<file path="config.mk">
export PLATFORM = sky130hd
export DESIGN_NAME = wb_lcd_sequencer
export DESIGN_NICKNAME = d
export VERILOG_FILES = /design/src/rtl/wb_lcd_sequencer.sv
export SDC_FILE = /design/constraint.sdc
export NUM_CORES = 1
export LEC_CHECK = 0
export BUFFER_PORTS_ARGS = -buffer_cell sky130_fd_sc_hd__clkbuf_2
export CORE_ASPECT_RATIO = 1.1
export CORE_MARGIN = 2
export CORE_UTILIZATION = 30
export DETAILED_ROUTE_END_ITERATION = 10
export PLACE_DENSITY = 0.56
export RECOVER_POWER = 25
export SLEW_MARGIN = 10
export SYNTH_ARGS = -nofsm -noshare
export SYNTH_HDL_FRONTEND = slang
export SYNTH_SLANG_ARGS = --single-unit
</file>
<file path="constraint.sdc">
create_clock -name i_clk -period 14.6 [get_ports i_clk]
set_input_delay 2.92 -clock i_clk [delete_from_list [all_inputs] [get_ports i_clk]]
set_output_delay 2.92 -clock i_clk [all_outputs]
set_load 0.005 [all_outputs]
</file>
<file path="src/rtl/wb_lcd_sequencer.sv">
// Wishbone pipelined master that initialises an HD44780 LCD slave and refreshes it from a 32-byte shadow buffer.
// Optional ack timeout with sticky o_err: define WB_LCD_SEQUENCER_TIMEOUT_EN.
module wb_lcd_sequencer #(
    parameter logic [29:0] LCD_BASE_ADDR    = 30'h0,
    parameter int unsigned POWERUP_CYCLES   = 750000,
    parameter int unsigned CMD_GAP_CYCLES   = 2000,
    parameter int unsigned CLEAR_GAP_CYCLES = 80000,
    parameter int unsigned TIMEOUT_CYCLES   = 1024
) (
    input  logic        i_clk,
    input  logic        i_reset,
    output logic        o_wb_cyc,
    output logic        o_wb_stb,
    output logic        o_wb_we,
    output logic [29:0] o_wb_addr,
    output logic [31:0] o_wb_data,
    output logic [3:0]  o_wb_sel,
    input  logic        i_wb_ack,
    input  logic        i_wb_stall,
    input  logic [31:0] i_wb_data,
    input  logic        i_char_we,
    input  logic [4:0]  i_char_addr,
    input  logic [7:0]  i_char_data,
    input  logic        i_refresh,
    output logic        o_init_done,
    output logic        o_busy,
    output logic        o_err
);
    localparam int unsigned MAX_A      = (POWERUP_CYCLES > CMD_GAP_CYCLES) ? POWERUP_CYCLES : CMD_GAP_CYCLES;
    localparam int unsigned MAX_CYCLES = (MAX_A > CLEAR_GAP_CYCLES) ? MAX_A : CLEAR_GAP_CYCLES;
    localparam int unsigned CNT_W      = (MAX_CYCLES > 1) ? $clog2(MAX_CYCLES) : 1;
    localparam logic [CNT_W-1:0] PWR_LAST   = CNT_W'(POWERUP_CYCLES - 1);
    localparam logic [CNT_W-1:0] CMD_LAST   = CNT_W'(CMD_GAP_CYCLES - 1);
    localparam logic [CNT_W-1:0] CLEAR_LAST = CNT_W'(CLEAR_GAP_CYCLES - 1);
    localparam logic [5:0] INIT_LAST_IDX = 6'd3;
    localparam logic [5:0] REF_LAST_IDX  = 6'd33;
    localparam logic [5:0] LINE2_IDX     = 6'd17;

    typedef enum logic [2:0] {S_PWRUP, S_IDLE, S_REQ, S_WAIT, S_GAP} state_t;

    state_t           state, state_d;
    logic [CNT_W-1:0] cnt, cnt_d, gap_last;
    logic [5:0]       idx, idx_d, idx_last;
    logic             in_init, in_init_d, dirty, dirty_d;
    logic             cyc_d, stb_d, we_d, init_done_d, busy_d;
    logic [29:0]      addr_d;
    logic [31:0]      data_d;
    logic [3:0]       sel_d;
    logic             issue, xfer_end, rs;
    logic [7:0]       tx_byte;
    logic [7:0]       shadow [32];

    logic unused_ok;
`ifdef WB_LCD_SEQUENCER_TIMEOUT_EN
    localparam int unsigned TO_W = (TIMEOUT_CYCLES > 1) ? $clog2(TIMEOUT_CYCLES) : 1;
    localparam logic [TO_W-1:0] TO_LAST = TO_W'(TIMEOUT_CYCLES - 1);
    logic [TO_W-1:0] to_cnt, to_cnt_d;
    logic            err_d;
    assign unused_ok = &{1'b0, i_wb_data};
`else
    assign unused_ok = &{1'b0, i_wb_data, 32'(TIMEOUT_CYCLES)};
    assign o_err     = 1'b0;
`endif

    // Shadow character buffer, spaces after reset
    always_ff @(posedge i_clk) begin
        if (i_reset) begin
            for (int i = 0; i < 32; i++) shadow[i] <= 8'h20;
        end else if (i_char_we) begin
            shadow[i_char_addr] <= i_char_data;
        end
    end

    // Next-state, bus sub-sequence and registered output values
    always_comb begin
        state_d     = state;
        cnt_d       = cnt;
        idx_d       = idx;
        in_init_d   = in_init;
        dirty_d     = dirty;
        cyc_d       = o_wb_cyc;
        stb_d       = o_wb_stb;
        we_d        = o_wb_we;
        sel_d       = o_wb_sel;
        addr_d      = o_wb_addr;
        data_d      = o_wb_data;
        init_done_d = o_init_done;
        issue       = 1'b0;
        xfer_end    = 1'b0;
        rs          = 1'b0;
        tx_byte     = 8'h00;
        gap_last    = (!o_wb_addr[0] && o_wb_data[7:0] == 8'h01) ? CLEAR_LAST : CMD_LAST;
        idx_last    = in_init ? INIT_LAST_IDX : REF_LAST_IDX;
`ifdef WB_LCD_SEQUENCER_TIMEOUT_EN
        to_cnt_d    = to_cnt;
        err_d       = o_err;
`endif
        case (state)
            S_PWRUP: begin
                if (cnt == PWR_LAST) begin
                    cnt_d     = '0;
                    in_init_d = 1'b1;
                    idx_d     = '0;
                    issue     = 1'b1;
                end else begin
                    cnt_d = cnt + CNT_W'(1);
                end
            end
            S_IDLE: begin
                if (dirty || i_refresh) begin
                    dirty_d   = 1'b0;
                    in_init_d = 1'b0;
                    idx_d     = '0;
                    issue     = 1'b1;
                end
            end
            S_REQ: begin
                if (!i_wb_stall) begin
                    stb_d = 1'b0;
                    if (i_wb_ack) xfer_end = 1'b1;
                    else          state_d  = S_WAIT;
                end
            end
            S_WAIT: begin
                if (i_wb_ack) xfer_end = 1'b1;
            end
            S_GAP: begin
                if (cnt == gap_last) begin
                    cnt_d = '0;
                    if (idx == idx_last) begin
                        state_d = S_IDLE;
                        if (in_init) init_done_d = 1'b1;
                    end else begin
                        idx_d = idx + 6'd1;
                        issue = 1'b1;
                    end
                end else begin
                    cnt_d = cnt + CNT_W'(1);
                end
            end
            default: state_d = S_PWRUP;
        endcase
`ifdef WB_LCD_SEQUENCER_TIMEOUT_EN
        if (state == S_REQ || state == S_WAIT) begin
            to_cnt_d = to_cnt + TO_W'(1);
            if (!xfer_end && to_cnt == TO_LAST) begin
                xfer_end = 1'b1;
                err_d    = 1'b1;
            end
        end
`endif
        if (xfer_end) begin
            state_d = S_GAP;
            cnt_d   = '0;
            cyc_d   = 1'b0;
            stb_d   = 1'b0;
            we_d    = 1'b0;
            sel_d   = 4'b0000;
        end
        // Payload is sampled from the shadow buffer at the moment the request is issued
        if (issue) begin
            if (in_init_d) begin
                case (idx_d[1:0])
                    2'd0:    tx_byte = 8'h38;
                    2'd1:    tx_byte = 8'h0C;
                    2'd2:    tx_byte = 8'h01;
                    default: tx_byte = 8'h06;
                endcase
            end else if (idx_d == 6'd0) begin
                tx_byte = 8'h80;
            end else if (idx_d == LINE2_IDX) begin
                tx_byte = 8'hC0;
            end else if (idx_d < LINE2_IDX) begin
                rs      = 1'b1;
                tx_byte = shadow[5'(idx_d - 6'd1)];
            end else begin
                rs      = 1'b1;
                tx_byte = shadow[5'(idx_d - 6'd2)];
            end
            state_d = S_REQ;
            cyc_d   = 1'b1;
            stb_d   = 1'b1;
            we_d    = 1'b1;
            sel_d   = 4'b0001;
            addr_d  = LCD_BASE_ADDR | 30'(rs);
            data_d  = {24'h0, tx_byte};
`ifdef WB_LCD_SEQUENCER_TIMEOUT_EN
            to_cnt_d = '0;
`endif
        end
        if (i_char_we) dirty_d = 1'b1;
        busy_d = (state_d != S_IDLE);
    end

    always_ff @(posedge i_clk) begin
        if (i_reset) begin
            state       <= S_PWRUP;
            cnt         <= '0;
            idx         <= '0;
            in_init     <= 1'b1;
            dirty       <= 1'b1;
            o_wb_cyc    <= 1'b0;
            o_wb_stb    <= 1'b0;
            o_wb_we     <= 1'b0;
            o_wb_sel    <= 4'b0000;
            o_wb_addr   <= '0;
            o_wb_data   <= '0;
            o_init_done <= 1'b0;
            o_busy      <= 1'b1;
        end else begin
            state       <= state_d;
            cnt         <= cnt_d;
            idx         <= idx_d;
            in_init     <= in_init_d;
            dirty       <= dirty_d;
            o_wb_cyc    <= cyc_d;
            o_wb_stb    <= stb_d;
            o_wb_we     <= we_d;
            o_wb_sel    <= sel_d;
            o_wb_addr   <= addr_d;
            o_wb_data   <= data_d;
            o_init_done <= init_done_d;
            o_busy      <= busy_d;
        end
    end

`ifdef WB_LCD_SEQUENCER_TIMEOUT_EN
    always_ff @(posedge i_clk) begin
        if (i_reset) begin
            to_cnt <= '0;
            o_err  <= 1'b0;
        end else begin
            to_cnt <= to_cnt_d;
            o_err  <= err_d;
        end
    end
`endif
endmodule

</file>
==> results.json <==
{
  "endpoint_kind": "flip-flop",
  "hold_viol": 0,
  "fillCellCount": 5510,
  "rr_startpoint": "cnt[10]$_SDFFE_PP0P_",
  "startpoint_type": "input port",
  "synth_edf_count": 256,
  "maxCapViolCount": 1,
  "ctsHoldBuffers": 0,
  "violations": "capacitance limit, slew limit",
  "crit_start": "i_refresh",
  "fmaxAchievable_ghz": 0.1338,
  "clk_latency_ps": 550,
  "hp-class": "reg -> reg",
  "stdcell_count": 2271,
  "cts_resized": 0,
  "die_area_um2": 56770,
  "synth_warnings": 0,
  "tns_ps": 0,
  "dpl-instance-area_um2": 17180,
  "cts_tree": "built",
  "drtIter0Drc": 1018,
  "setup_violations": 0,
  "finalPower_mw": 1.921,
  "antenna_found_initial": 0,
  "netlist_top_cells_count": "edfxtp_1, and2_1, nand2_1, nor2_1, mux2i_1",
  "start_util_pct": 30.20,
  "slew_headroom_pct": -52.60,
  "cts_inserted_buffers": 35,
  "dpl.hpwl_um": 29850,
  "grt_pass1_wl_um": 69750,
  "hold_start": "o_wb_stb$_SDFFE_PP0P_",
  "io_buffers": 33,
  "drv_slew": 45,
  "clockRootBuffer": "clkbuf_16",
  "syn_to_final_growth_pct": 10.57,
  "placedCellCount": 2207,
  "firstDrtPassIters": 5,
  "synth.cell_area_um2": 16460,
  "grt_pass1_vias": 11212,
  "synth.largest_area_cell": "edfxtp_1",
  "crit_path_max_fanout": 34,
  "clkTransAtPathRegs_ps": 60,
  "avgViaCountPerCell": 5.069,
  "via_count": 11511,
  "ant_nets": 0,
  "path_class": "in -> reg",
  "p_leak_nw": 6.314,
  "post_cts.repair.setup_buffers": 0,
  "drc": 0,
  "crit_required_ps": 15040,
  "status": "finished with violations",
  "fin_crit_sh_pct": 51.19,
  "clock_skew_ps": 30.98,
  "ys_seq_area_share_pct": 52.05,
  "post-route-min-period_ps": 7473,
  "wl_per_cell_um": 20.23,
  "rows": 90,
  "post_synth_num_cell_types": 74,
  "cts_buffer_depth": 3,
  "grt_use_total_pct": 16.30,
  "ys.flop_type": "edfxtp_1",
  "seq_area_um2": 8568,
  "ys_seq_elements": 300,
  "clock-sinks": 300,
  "wl_um": 45940,
  "die_x_um": 227.4,
  "cellPowerDensity_nw_per_um2": 105.5,
  "drive_above_1_share_pct": 11.01,
  "h-tree-depth": 2,
  "synth.most_common_cell": "edfxtp_1",
  "cp.arrival_ps": 7910,
  "synthCells": 1511,
  "grt_start_max_net_pins": 56,
  "worstMarginPinSlew_ps": 2289,
  "io_pins": 123,
  "dieHeight_um": 249.7,
  "yosys-top-cells-area": "edfxtp_1, and2_1, mux4_2",
  "overflow": 0,
  "rsz0062_at_grt": "false",
  "stdcell_area_um2": 18200,
  "design.core.area_um2": 54500,
  "async_reset_ff_share_pct": 0,
  "gp_congestion": 0.9116,
  "synth.top_cell.area_share_pct": 46.70,
  "diodes": 0,
  "multi_input_comb_area_um2": 7176,
  "ir_worst_vdd_mv": 0.05795,
  "nNetsFinal": 1564,
  "avgSynthCellArea_um2": 10.89
}
==> metal layers <==
| metal | track usage [%] | wire [um] | vias up | part of all wire (%) |
|---|---|---|---|---|
| met5 | 0 | 0 | - | 0 |
| met4 | 4.482 | 1055 | 0 | 2.3 |
| met3 | 3.756 | 3122 | 67 | 6.8 |
| met2 | 25.81 | 21440 | 357 | 47 |
| met1 | 22.28 | 20320 | 5726 | 44 |
| li1 | - | - | 5361 | - |
==> kinds of logic after synthesis <==
| family | after synthesis | share of synthesized area (%) |
|---|---|---|
| flip-flops | 300 | 52.05 |
| adder cells (fa/ha/maj) | 5 | 0.3800 |
| multiplexers | 129 | 11.75 |
| AND/OR/NAND/NOR | 685 | 21.65 |
| buffers and inverters | 179 | 5.700 |
| other | 1 | 0.02278 |
| AO/OA/AOI/OAI | 204 | 7.981 |
| XOR/XNOR | 8 | 0.4713 |
==> placed cells by master (no fill, tap or decap), types with 6 or more instances in the layout <==
cell type / n
a21oi_1: 46
a32oi_1: 18
clkbuf_1: 29
o21ai_0: 66
nand2b_1: 6
conb_1: 57
a311oi_1: 6
inv_1: 7
clkinv_2: 8
clkbuf_2: 19
edfxtp_1: 256
buf_4: 35
mux4_2: 46
nor2_1: 109
or3_1: 36
nand3_1: 43
nor4_1: 7
nand2_1: 184
mux2i_1: 77
nor3_1: 8
and2_1: 182
clkinv_1: 7
clkbuf_16: 36
and3_1: 24
dfxtp_1: 44
and2_0: 48
a31oi_1: 23
==> cell type report <==
cell class | count | share of cell area [%]
clock buffer | 45 | 5.135
inverter | 9 | 0.1925
tap | 736 | 5.059
multi-input combinational | 1088 | 39.42
sequential | 300 | 47.07
clock inverter | 19 | 0.7424
timing repair buffer | 74 | 2.378
==> report_power, final <==
group,internal [mW],switching [mW],leakage [nW],total (mW)
Sequential,0.969,0.0181,2.81,0.987
Clock,0.473,0.360,0.517,0.833
Combinational,0.0313,0.0693,2.99,0.101
==> flip-flops by register name, indices dropped and copies added, names as in the netlist <==
signal / cells
dirty: 1
o_wb_addr: 1
idx: 6
state: 3
cnt: 20
shadow: 256
o_wb_stb: 1
o_busy: 1
o_wb_data: 8
o_init_done: 1
in_init: 1
o_wb_sel: 1
==> worst max-delay path, stage by stage <==
cell and delay, ps:
clkbuf_1 100, nor2_1 70, or3b_1 360, a21oi_1 350, nor3b_1 100, or3_2 670, inv_1 110, buf_4 510
ha_1 320, xnor2_2 260, buf_4 620, nor2b_1 650, a32oi_1 150, o211ai_1 260, o221ai_1 220, a31oi_1 220
==> path summary, 6_finish.rpt <==
kind                                             endpoint  slack (ps)  cells after the start
worst max-delay path            o_wb_data[3]$_SDFFE_PP0P_        7130                     16
worst min-delay path                o_wb_stb$_SDFFE_PP0P_         460                      2
worst max register to register  o_wb_data[3]$_SDFFE_PP0P_        8540                     15
worst min register to register      o_wb_stb$_SDFFE_PP0P_         460                      2
==> per-stage QoR <==
step                      worst slack, ps  util (%)  hold slack (ps)
after floorplan                      7659         -            452.7
after global placement               6787     31.52            450.2
after detailed placement             6716     31.52            451.9
after CTS                            7254     33.48            460.2
after global routing                 6911     33.40            498.3
final                                7127     33.40            455.7
Power figures use the tool's default switching activity.
